<file path="config.mk">
export PLATFORM = sky130hd
export DESIGN_NAME = pool2d_engine_flat
export DESIGN_NICKNAME = d
export VERILOG_FILES = /design/src/rtl/pool2d_engine_if.sv /design/src/rtl/pool2d_engine.sv /design/src/flat_wrapper.sv
export SDC_FILE = /design/constraint.sdc
export NUM_CORES = 1
export LEC_CHECK = 0
export CORE_UTILIZATION = 50
export CTS_BUF_LIST = sky130_fd_sc_hd__clkbuf_8
export CTS_CLUSTER_SIZE = 30
export DETAILED_ROUTE_END_ITERATION = 8
export GPL_TIMING_DRIVEN = 0
export PLACE_DENSITY = 0.77
export SLEW_MARGIN = 40
export SYNTH_ARGS = -nofsm -noshare
export SYNTH_HDL_FRONTEND = slang
export SYNTH_SLANG_ARGS = --single-unit
</file>
<file path="constraint.sdc">
create_clock -name clk -period 4.7 [get_ports clk]
set_input_delay 0.705 -clock clk [delete_from_list [all_inputs] [get_ports clk]]
set_output_delay 0.705 -clock clk [all_outputs]
set_load 0.02 [all_outputs]
</file>
<file path="src/rtl/pool2d_engine_if.sv">
// Control and memory-port bundle for pool2d_engine.
// The master side is the host and memory model; the slave side is the engine.
interface pool2d_engine_if #(
  parameter int DW = 12,
  parameter int AW = 12
);
  logic          start;
  logic          mode;
  logic          busy;
  logic          done;
  logic          rd_en;
  logic [AW-1:0] rd_addr;
  logic [DW-1:0] rd_data;
  logic          wr_en;
  logic [AW-1:0] wr_addr;
  logic [DW-1:0] wr_data;

  modport master (
    output start, mode, rd_data,
    input  busy, done, rd_en, rd_addr, wr_en, wr_addr, wr_data
  );

  modport slave (
    input  start, mode, rd_data,
    output busy, done, rd_en, rd_addr, wr_en, wr_addr, wr_data
  );
endinterface

</file>
<file path="src/rtl/pool2d_engine.sv">
// 2x2 stride-2 max/average pooling over a CH x IN_H x IN_W map.
// Streams one read per cycle in window order and writes one result per window.
module pool2d_engine #(
  parameter int DW   = 12,
  parameter int IN_W = 28,
  parameter int IN_H = 28,
  parameter int CH   = 1,
  parameter int AW   = 12
) (
  input  logic             clk,
  input  logic             rst_n,
  pool2d_engine_if.slave   bus
);

  localparam int OW     = IN_W / 2;
  localparam int OH     = IN_H / 2;
  localparam int PLANE  = IN_W * IN_H;
  localparam int XW     = (OW > 1) ? $clog2(OW) : 1;
  localparam int YW     = (OH > 1) ? $clog2(OH) : 1;
  localparam int CW     = (CH > 1) ? $clog2(CH) : 1;
  localparam int STAGES = 1;

  typedef enum logic [1:0] {IDLE, READ, DRAIN, DONE} state_t;

  state_t          state;
  logic [CW-1:0]   c;
  logic [YW-1:0]   oy;
  logic [XW-1:0]   ox;
  logic [1:0]      sub;
  logic [1:0]      s1_sub;
  logic [STAGES:0] vld_pipe;
  logic            mode_q;
  logic            busy;
  logic            done;
  logic            wr_en;
  logic [AW-1:0]   rd_addr;
  logic [AW-1:0]   wr_addr;
  logic [AW-1:0]   wr_cnt;
  logic [DW-1:0]   wr_data;
  logic [DW+1:0]   acc;
  logic [DW+1:0]   prev;
  logic [DW+1:0]   samp;
  logic [DW+1:0]   nxt;
  logic            last_rd;

  // Counters always describe the read presented on the bus this cycle.
  assign last_rd = (sub == 2'd3) && (ox == XW'(OW - 1)) &&
                   (oy == YW'(OH - 1)) && (c == CW'(CH - 1));

  always_comb begin
    rd_addr = AW'(32'(c) * PLANE + (32'(oy) * 2 + 32'(sub[1])) * IN_W +
                  32'(ox) * 2 + 32'(sub[0]));
  end

  // First sample of a window ignores the accumulator so windows never mix.
  always_comb begin
    samp = {2'b00, bus.rd_data};
    prev = (s1_sub == 2'd0) ? '0 : acc;
    if (mode_q) nxt = prev + samp;
    else        nxt = (samp > prev) ? samp : prev;
  end

  always_ff @(posedge clk or negedge rst_n) begin
    if (!rst_n) begin
      state    <= IDLE;
      c        <= '0;
      oy       <= '0;
      ox       <= '0;
      sub      <= '0;
      s1_sub   <= '0;
      vld_pipe <= '0;
      mode_q   <= 1'b0;
      busy     <= 1'b0;
      done     <= 1'b0;
      wr_en    <= 1'b0;
      wr_addr  <= '0;
      wr_cnt   <= '0;
      wr_data  <= '0;
      acc      <= '0;
    end else begin
      done                 <= 1'b0;
      wr_en                <= 1'b0;
      vld_pipe[STAGES:1]   <= vld_pipe[STAGES-1:0];
      s1_sub               <= sub;

      // Stage 1: read data has returned; fold it into the window result.
      if (vld_pipe[STAGES]) begin
        if (s1_sub == 2'd3) begin
          wr_en   <= 1'b1;
          wr_addr <= wr_cnt;
          wr_cnt  <= wr_cnt + 1'b1;
          wr_data <= mode_q ? nxt[DW+1:2] : nxt[DW-1:0];
          acc     <= '0;
        end else begin
          acc <= nxt;
        end
      end

      case (state)
        IDLE: begin
          if (bus.start) begin
            state       <= READ;
            busy        <= 1'b1;
            mode_q      <= bus.mode;
            vld_pipe[0] <= 1'b1;
            wr_cnt      <= '0;
          end
        end
        READ: begin
          sub <= sub + 1'b1;
          if (sub == 2'd3) begin
            if (ox == XW'(OW - 1)) begin
              ox <= '0;
              if (oy == YW'(OH - 1)) begin
                oy <= '0;
                c  <= (c == CW'(CH - 1)) ? '0 : c + 1'b1;
              end else begin
                oy <= oy + 1'b1;
              end
            end else begin
              ox <= ox + 1'b1;
            end
          end
          if (last_rd) begin
            vld_pipe[0] <= 1'b0;
            state       <= DRAIN;
          end
        end
        // Final write is the one issued once the data stage has emptied.
        DRAIN: begin
          if (wr_en && !vld_pipe[STAGES]) begin
            state <= DONE;
            busy  <= 1'b0;
            done  <= 1'b1;
          end
        end
        DONE:    state <= IDLE;
        default: state <= IDLE;
      endcase
    end
  end

  assign bus.busy    = busy;
  assign bus.done    = done;
  assign bus.rd_en   = vld_pipe[0];
  assign bus.rd_addr = rd_addr;
  assign bus.wr_en   = wr_en;
  assign bus.wr_addr = wr_addr;
  assign bus.wr_data = wr_data;

endmodule

</file>
<file path="src/flat_wrapper.sv">
// flat-port wrapper written by rule: the top's interface ports become plain ports
module pool2d_engine_flat 
#(
  parameter int DW   = 12,
  parameter int IN_W = 28,
  parameter int IN_H = 28,
  parameter int CH   = 1,
  parameter int AW   = 12
)
  (clk, rst_n, bus_start, bus_mode, bus_rd_data, bus_busy, bus_done, bus_rd_en, bus_rd_addr, bus_wr_en, bus_wr_addr, bus_wr_data);
  pool2d_engine_if #(.DW(DW), .AW(AW)) bus_i ();
  input  logic clk;
  input  logic rst_n;
  input wire logic [$bits(bus_i.start)-1:0] bus_start;
  input wire logic [$bits(bus_i.mode)-1:0] bus_mode;
  input wire logic [$bits(bus_i.rd_data)-1:0] bus_rd_data;
  output wire logic [$bits(bus_i.busy)-1:0] bus_busy;
  output wire logic [$bits(bus_i.done)-1:0] bus_done;
  output wire logic [$bits(bus_i.rd_en)-1:0] bus_rd_en;
  output wire logic [$bits(bus_i.rd_addr)-1:0] bus_rd_addr;
  output wire logic [$bits(bus_i.wr_en)-1:0] bus_wr_en;
  output wire logic [$bits(bus_i.wr_addr)-1:0] bus_wr_addr;
  output wire logic [$bits(bus_i.wr_data)-1:0] bus_wr_data;
  assign bus_i.start = bus_start;
  assign bus_i.mode = bus_mode;
  assign bus_i.rd_data = bus_rd_data;
  assign bus_busy = bus_i.busy;
  assign bus_done = bus_i.done;
  assign bus_rd_en = bus_i.rd_en;
  assign bus_rd_addr = bus_i.rd_addr;
  assign bus_wr_en = bus_i.wr_en;
  assign bus_wr_addr = bus_i.wr_addr;
  assign bus_wr_data = bus_i.wr_data;
  pool2d_engine #(.DW(DW), .IN_W(IN_W), .IN_H(IN_H), .CH(CH), .AW(AW)) u_core (.clk(clk), .rst_n(rst_n), .bus(bus_i));
endmodule
</file>
; ---- Word-level counts from Yosys, hierarchy flattened
; Cells that the tools add are included.
[op_classes]
n_addsub = 10
multipliers = 2
n_lt_le_gt_ge = 1
eq_ne = 10
mux = 25
bitwise_logic = 1
n_reduce_logical = 17
[op_table]
columns = operator, n
row1 = 12-bit 2-to-1 mux, 5
row2 = 14-bit 2-to-1 mux, 4
row3 = "32-bit by 3-bit multiplier with 10-bit output, second input constant", 1
row4 = 14-bit by 12-bit adder with 14-bit output, 1
row5 = 12-bit by 14-bit > comparator with 1-bit output, 1
row6 = 11-bit by 12-bit adder with 12-bit output, 1
row7 = 12-bit by 1-bit adder with 12-bit output, 1
row8 = "12-bit by 1-bit adder with 12-bit output, second input constant", 1
row9 = 12-bit by 5-bit adder with 12-bit output, 1
row10 = 3-bit AND reduction, 4
row11 = "4-bit by 1-bit adder with 4-bit output, second input constant", 2
row12 = "2-bit equality test, second input constant", 4
row13 = "4-bit equality test, second input constant", 2
row14 = 1-bit 2-to-1 mux, 8
row15 = 4-bit 2-to-1 mux, 2
row16 = 2-bit one-hot mux with 4 select lines, 1
row17 = "1-bit by 6-bit multiplier with 7-bit output, second input constant", 1
row18 = 5-bit by 1-bit adder with 6-bit output, 1
row19 = 2-bit 2-to-1 mux, 3
row20 = 2-bit AND reduction, 3
row21 = 1-bit logical AND, 4
row22 = 2-bit zero test, 2
row23 = "2-bit by 1-bit != test with 1-bit output, second input constant", 2
row24 = 1-bit one-hot mux with 2 select lines, 2
row25 = 8 further kinds, 9
[word_totals]
register_bits = 71
input_bits = 16
output_inout_bits = 40

; ---- Depth between registers and ports, before layout
; Gate-level depths: netlist of run 1.
[logic_depth]
word_depth = 6
ltp_mapped = 14

; ---- Worst setup path before layout of run 1
; No wires, ideal clock.
[synth_timing]
kind = register -> output
startpoint = register u_core.oy[1]
endpoint = output port bus_rd_addr[10]
arrival_ps = 2986
required_time_ps = 3995
path_slack_ps = 1009
stages_incl_launch_ff = 10
path_cell_list = dfrtp_1 fa_1 ha_1 inv_1 fa_1 inv_1 ha_1 a21oi_1 or3_1 nor3_1
[synth_between]
elab_chain_len = 5
[synth_lines]
columns = item, line_no
row1 = start: declaration, pool2d_engine.sv:27  ; logic [YW-1:0] oy;
row2 = start signal: assignment, pool2d_engine.sv:118  ; oy <= oy + 1'b1;
row3 = 5-bit by 1-bit adder with 6-bit output, pool2d_engine.sv:51  ; rd_addr = AW'(32'(c) * PLANE + (32'(oy) * 2 + 32'(sub[1])) * IN_W +
row4 = 32-bit by 3-bit multiplier with 10-bit output, pool2d_engine.sv:51
row5 = 11-bit by 12-bit adder with 12-bit output, pool2d_engine.sv:51
row6 = 12-bit by 5-bit adder with 12-bit output, pool2d_engine.sv:51
row7 = 12-bit by 1-bit adder with 12-bit output, pool2d_engine.sv:52  ; 32'(ox) * 2 + 32'(sub[0]));
row8 = end: declaration, flat_wrapper.sv:20  ; output wire logic [$bits(bus_i.rd_addr)-1:0] bus_rd_addr;
; No other way between the ends.

; ---- Worst setup path in the final report of run 1
[layout_timing]
startpoint = register u_core.oy[0]
endpoint = output port bus_rd_addr[10]
; Same word-level chain as after synthesis.

==> results of run 1 <==
==> path summary, 6_finish.rpt <==
check,depth (start not counted),slack (ps),to,from
worst min-delay path,1,210,u_core.bus.wr_data[0],rst_n
worst max-delay path,10,180,bus_rd_addr[10],u_core.oy[0]
worst min register to register,0,450,u_core.vld_pipe[1],u_core.vld_pipe[0]
max in group asynchronous,2,3950,u_core.oy[1],rst_n
min in group clk,0,450,u_core.vld_pipe[1],u_core.vld_pipe[0]
worst max register to register,14,820,u_core.bus.wr_data[10],u_core.s1_sub[0]
==> cell type report <==
| type | instances | area share (%) |
|---|---|---|
| Multi-Input combinational cell | 461 | 50.6 |
| Clock buffer | 9 | 2.04 |
| Inverter | 51 | 3.16 |
| Sequential cell | 70 | 28.9 |
| Clock inverter | 7 | 1.22 |
| Timing Repair Buffer | 55 | 9.27 |
| Buffer | 28 | 2.08 |
| Tap cell | 133 | 2.74 |
==> logic make-up after synthesis <==
family,Yosys count
AO/OA/AOI/OAI,150
XOR/XNOR,31
adder cells (fa/ha/maj),54
buffers and inverters,79
flip-flops,70
multiplexers,5
other,1
AND/OR/NAND/NOR,220
==> power by group through the flow <==
stage	combinational [uW]	clock, uW	sequential, uW
2_1_floorplan	59.0	0	614
3_3_place_gp	102	0	614
3_5_place_dp	106	0	614
4_1_cts	107	492	602
5_1_grt	118	519	602
6_report	107	486	602
==> metal layers <==
layer | up-vias | wire length, um | GRT usage (%)
met4 | 0 | 395 | 9.75
met2 | 132 | 6370 | 44.2
li1 | 2235 | - | -
met3 | 30 | 548 | 4.57
met1 | 2274 | 5630 | 32.1
met5 | - | 0 | 0
==> synthesized netlist by cell type (all sizes together), types with 3 or more instances <==
master  instances
o21bai          6
mux2            3
xnor2          13
a22oi           3
o22ai           4
nand2          99
and3           14
fa              7
nor2           40
dfrtp          70
nor2b          10
xor2           18
buf             7
nand2b         12
and2            8
nand3          11
nand3b          3
o211ai          4
ha             47
a31oi          13
or2             4
a211oi          8
inv            51
o21ai          44
o311ai          3
nor3            6
o32a            8
nand4           6
a21oi          37
a21o            5
clkbuf         21
==> sequential cells by signal, summed over array words and instances (netlist names) <==
register            cells
u_core.oy               4
u_core.bus.busy         1
u_core.sub              2
u_core.s1_sub           2
u_core.bus.wr_en        1
u_core.vld_pipe         2
u_core.bus.wr_addr     12
u_core.acc             14
u_core.ox               4
u_core.state            2
u_core.bus.done         1
u_core.wr_cnt          12
u_core.bus.wr_data     12
u_core.mode_q           1
==> stage by stage <==
stage	total power [uW]	utilization, %	worst slack [ps]	hold slack (ps)	cell area [um^2]
after floorplan	673	-	1010	409	5140
after global routing	1240	61.5	6.30	212	6060
final	1190	61.5	178	213	6060
after CTS	1200	61.5	114	213	6060
after detailed placement	720	59.4	503	429	5860
after global placement	716	59.2	596	434	5840
==> worst max-delay path, cell delays in order (launching register included) <==
cell,delay [ps]
dfrtp_1,510
fa_1,560
ha_1,170
inv_1,60
fa_1,490
inv_1,50
ha_1,320
a21oi_1,100
or3_1,400
nor3_1,200
clkdlybuf4s50_1,630
==> flow_metrics.tcl, run 1 <==
set metrics [dict create \
    portBuffers 54 \
    synth_area_leaders "dfrtp_1 (34%), ha_1 (11%), nand2_1 (7.2%)" \
    die_x_um 103 \
    setup_viol_count_final 0 \
    cp.required_ps 3990 \
    dp_hpwl_um 10000 \
    initial_core_util_pct 52.1 \
    async_flop_share_pct 100 \
    powerDensity_nw_per_um2 197 \
    place_inst 798 \
    num-nets-final 746 \
    cp-start-kind "flip-flop" \
    crit_fanout 9 \
    synth_nets 680 \
    grt.total_usage_pct 25.7 \
    fill_cells 877 \
    power.internal_uw 891 \
    final_cell_mix "nand2_1 (99), dfrtp_1 (69), clkdlybuf4s50_1 (53), inv_1 (51), ha_1 (47)" \
    drt-pass1-iter-count 5 \
    ios 56 \
    path_class "flip-flop to primary output" \
    postCtsResizedCells 0 \
    post-route-period-util_pct 96.2 \
    core_um2 9860 \
    fin_tns_setup_ps 0 \
    grt_pass1_wl_um 21300 \
    power_switching_share_pct 25.4 \
    synthAdderAreaFrac_pct 14.2 \
    max_clock_freq_mhz 221 \
    wl_um 12900 \
    drive_gt1_share_pct 5.87 \
    drc_errors 0 \
    synthMuxAreaShare_pct 1.05 \
    p_clk_share_pct 40.6 \
    drt-initial-drc-count 261 \
    ys_seq_elements 70 \
    clk_pin_slew_ps 80 \
    syn_to_final_growth_pct 18.1 \
    combPwrFrac_pct 9.0 \
    instances_no_fill 814 \
    clkSinkCount 70 \
    gp_congestion 0.942 \
    cts_tree "yes" \
    post_cts.repair.setup_buffers 0 \
    vias_per_cell 5.74 \
    synth_top_cell_area_share_pct 34.1 \
    tightestPinTransition_ps 670 \
    rows 36 \
    ys.flop_type "dfrtp_1" \
    regArea_um2 1750 \
    numCtsBuffers 9 \
    ant_nets 0 \
    min_period_ps 4520 \
    ys_warn_count 0 \
    final_max_slew_viol_count 0 \
    synthCells 610 \
    switchingPower_uw 304 \
    htree_levels 3 \
    insertion_delay_ps 350 \
    antenna_found_initial 0 \
    grt-ovfl-total 0 \
    dieArea_um2 10700 \
    synth_compound_area_share_pct 19.0 \
    ys_types 62 \
    rsz0062_at_grt "no" \
    avgSynthCellArea_um2 8.42 \
    grt_max_degree 43 \
    die_y_um 103 \
    cts_hold_buf 0 \
    root_buffer "clkbuf_8" \
    clock_path_buffers 2 \
    grt_pass1_vias 4499 \
    maxSlewHeadroom_pct 54.7 \
    synthXorXnorAreaFrac_pct 5.29 \
    diodes 0 \
    peakVddDrop_mv 0.178 \
    synth_edf_count 0 \
    hp-class "input pin to asynchronous set/reset pin" \
    synth_top_area_cell "dfrtp_1" \
    cp_data_arrival_time_ps 3820 \
    syn-cell-area_um2 5140 \
    synth_top_family_by_area "simple AND/OR/NAND/NOR gates" \
    vias 4671 \
    finClkSkew_ps 13.0 \
    yosysSeqAreaShare_pct 34.1 \
    power_frac_seq_pct 50.4 \
    yosys.area_share.simple_pct 20.1 \
    outcome "complete, no violations" \
    route.detailed.wl_per_inst_um 15.9 \
    multi_input_area_um2 3070 \
    end_kind "primary output" \
    hold_viol 0 \
    drv_cap 0 \
    power_leakage_uw 0.00289 \
    layout_commonest_cell "nand2_1" \
]
Note: power is estimated with default switching activity, not from simulation.
==> inputs of run 2 (changes only) <==
--- a/config.mk
+++ b/config.mk
@@ -6,7 +6,6 @@
 export NUM_CORES = 1
 export LEC_CHECK = 0
 export CORE_UTILIZATION = 50
-export CTS_BUF_LIST = sky130_fd_sc_hd__clkbuf_8
 export CTS_CLUSTER_SIZE = 30
 export DETAILED_ROUTE_END_ITERATION = 8
 export GPL_TIMING_DRIVEN = 0
==> results of run 2 <==
The final DEF is identical to that of run 1; final timing and power are the same.
==> inputs of run 3 (changes only) <==
--- a/config.mk
+++ b/config.mk
@@ -8,9 +8,7 @@
 export CORE_UTILIZATION = 50
 export CTS_CLUSTER_SIZE = 30
 export DETAILED_ROUTE_END_ITERATION = 8
-export GPL_TIMING_DRIVEN = 0
 export PLACE_DENSITY = 0.77
-export SLEW_MARGIN = 40
 export SYNTH_ARGS = -nofsm -noshare
 export SYNTH_HDL_FRONTEND = slang
 export SYNTH_SLANG_ARGS = --single-unit
==> run 3 against run 2 <==
  * Clock power increased by 26%
  * Total power up 10%
  * Largest cell class unchanged
  * Die area stayed put
  * First-iteration DRC count decreased by 0.77%
==> flow_metrics.tcl, run 3 (synthesis results as in run 1) <==
set metrics [dict create \
    grt-ovfl-total 0 \
    p_clk_share_pct 46.6 \
    cp-start-kind "flip-flop" \
    cp_data_arrival_time_ps 3780 \
    grt.total_usage_pct 23.5 \
    drv_cap 0 \
    cts_tree "yes" \
    root_buffer "clkbuf_8" \
    min_period_ps 4490 \
    fin_tns_setup_ps 0 \
    cts_hold_buf 0 \
    final_max_slew_viol_count 0 \
    rsz0062_at_grt "no" \
    post-route-period-util_pct 95.5 \
    rows 36 \
    die_x_um 103 \
    grt_pass1_wl_um 19600 \
    layout_commonest_cell "nand2_1" \
    insertion_delay_ps 350 \
    power.internal_uw 1000 \
    powerDensity_nw_per_um2 219 \
    portBuffers 54 \
    final_cell_mix "nand2_1 (99), dfrtp_1 (69), clkdlybuf4s50_1 (52), inv_1 (51), ha_1 (47)" \
    clk_pin_slew_ps 90 \
    peakVddDrop_mv 0.160 \
    htree_levels 3 \
    power_switching_share_pct 23.9 \
    initial_core_util_pct 52.1 \
    hold_viol 0 \
    ant_nets 0 \
    dp_hpwl_um 9010 \
    drc_errors 0 \
    end_kind "primary output" \
    die_y_um 103 \
    clkSinkCount 70 \
    route.detailed.wl_per_inst_um 15.0 \
    power_leakage_uw 0.00290 \
    drt-initial-drc-count 259 \
    switchingPower_uw 314 \
    outcome "complete, no violations" \
    numCtsBuffers 9 \
    path_class "flip-flop to primary output" \
    regMostFlops "u_core.acc" \
    num-nets-final 722 \
    core_um2 9860 \
    dpl_worst_slack_ps 548 \
    wl_um 11900 \
    dieArea_um2 10700 \
    setup_viol_count_final 0 \
    tightestPinTransition_ps 1230 \
    combPwrFrac_pct 7.7 \
    gp_congestion 0.909 \
    grt_pass1_vias 4243 \
    crit_fanout 9 \
    grt_max_degree 37 \
    drive_gt1_share_pct 5.78 \
    drt-pass1-iter-count 5 \
    max_clock_freq_mhz 223 \
    hp-class "input pin to asynchronous set/reset pin" \
    power_frac_seq_pct 45.7 \
    rrSetupSlack_ps 1310 \
    diodes 0 \
    ios 56 \
    syn_to_final_growth_pct 16.9 \
    largest_reg_flops 14 \
    cp.required_ps 3990 \
    vias_per_cell 5.58 \
    finClkSkew_ps 13.5 \
    maxSlewHeadroom_pct 17.9 \
    clock_path_buffers 2 \
    antenna_found_initial 0 \
    vias 4406 \
    worst_slack_ps 212 \
]
-- run 3: critical path, stage by stage, from the launching register on --
cell             delay, ps
dfrtp_1                520
fa_1                   570
ha_1                   160
inv_1                   60
fa_1                   480
inv_1                   40
ha_1                   310
a21oi_1                100
or3_1                  390
nor3_1                 190
clkdlybuf4s50_1        630
-- run 3: final timing paths --
check	start	cells after the start	endpoint
max	u_core.oy[0]	10	bus_rd_addr[10]
min	rst_n	1	u_core.bus.wr_addr[11]
max reg2reg	u_core.s1_sub[0]	10	u_core.acc[3]
min reg2reg	u_core.vld_pipe[0]	0	u_core.vld_pipe[1]
max in group asynchronous	rst_n	2	u_core.oy[1]
min in group clk	u_core.vld_pipe[0]	0	u_core.vld_pipe[1]
-- run 3: layout make-up --
cell class,count,area (um^2)
clock buffer,9,124
clock inverter,7,128
fill,850,3860
inverter,51,191
multi-input combinational,461,3070
sequential,70,1750
tap,133,166
timing repair buffer,59,576
-- run 3: stage by stage --
stage          utilization [%]  hold WS [ps]  cell area, um^2  std cells  power [uW]
6_report                  60.9           419             6000        790        1320
3_3_place_gp              58.3           426             5750        774         712
4_1_cts                   60.8           441             6000        790        1320
3_5_place_dp              58.3           422             5750        774         715
5_1_grt                   60.9           471             6000        790        1360
2_1_floorplan                -           409             5140        610         673
-- run 3: timing repair --
| action | CTS | global route |
|---|---|---|
| setup endpoints to repair | 0 | 2 |
| resized for setup | 0 | 2 |
| setup buffers | 0 | 0 |
-- run 3: power groups by stage --
| stage | clock network, uW | logic [uW] | registers (uW) |
|---|---|---|---|
| floorplan | 0 | 59.0 | 614 |
| global placement | 0 | 98.0 | 614 |
| detailed placement | 0 | 101 | 614 |
| CTS | 619 | 101 | 602 |
| global route | 647 | 113 | 602 |
| finish | 613 | 102 | 602 |
-- run 3: routing by layer --
| metal | GRT usage (%) | share of wire, % |
|---|---|---|
| met1 | 29.4 | 44 |
| met2 | 41.1 | 50 |
| met3 | 5.04 | 4.1 |
| met4 | 6.61 | 1.6 |
| met5 | 0 | 0 |
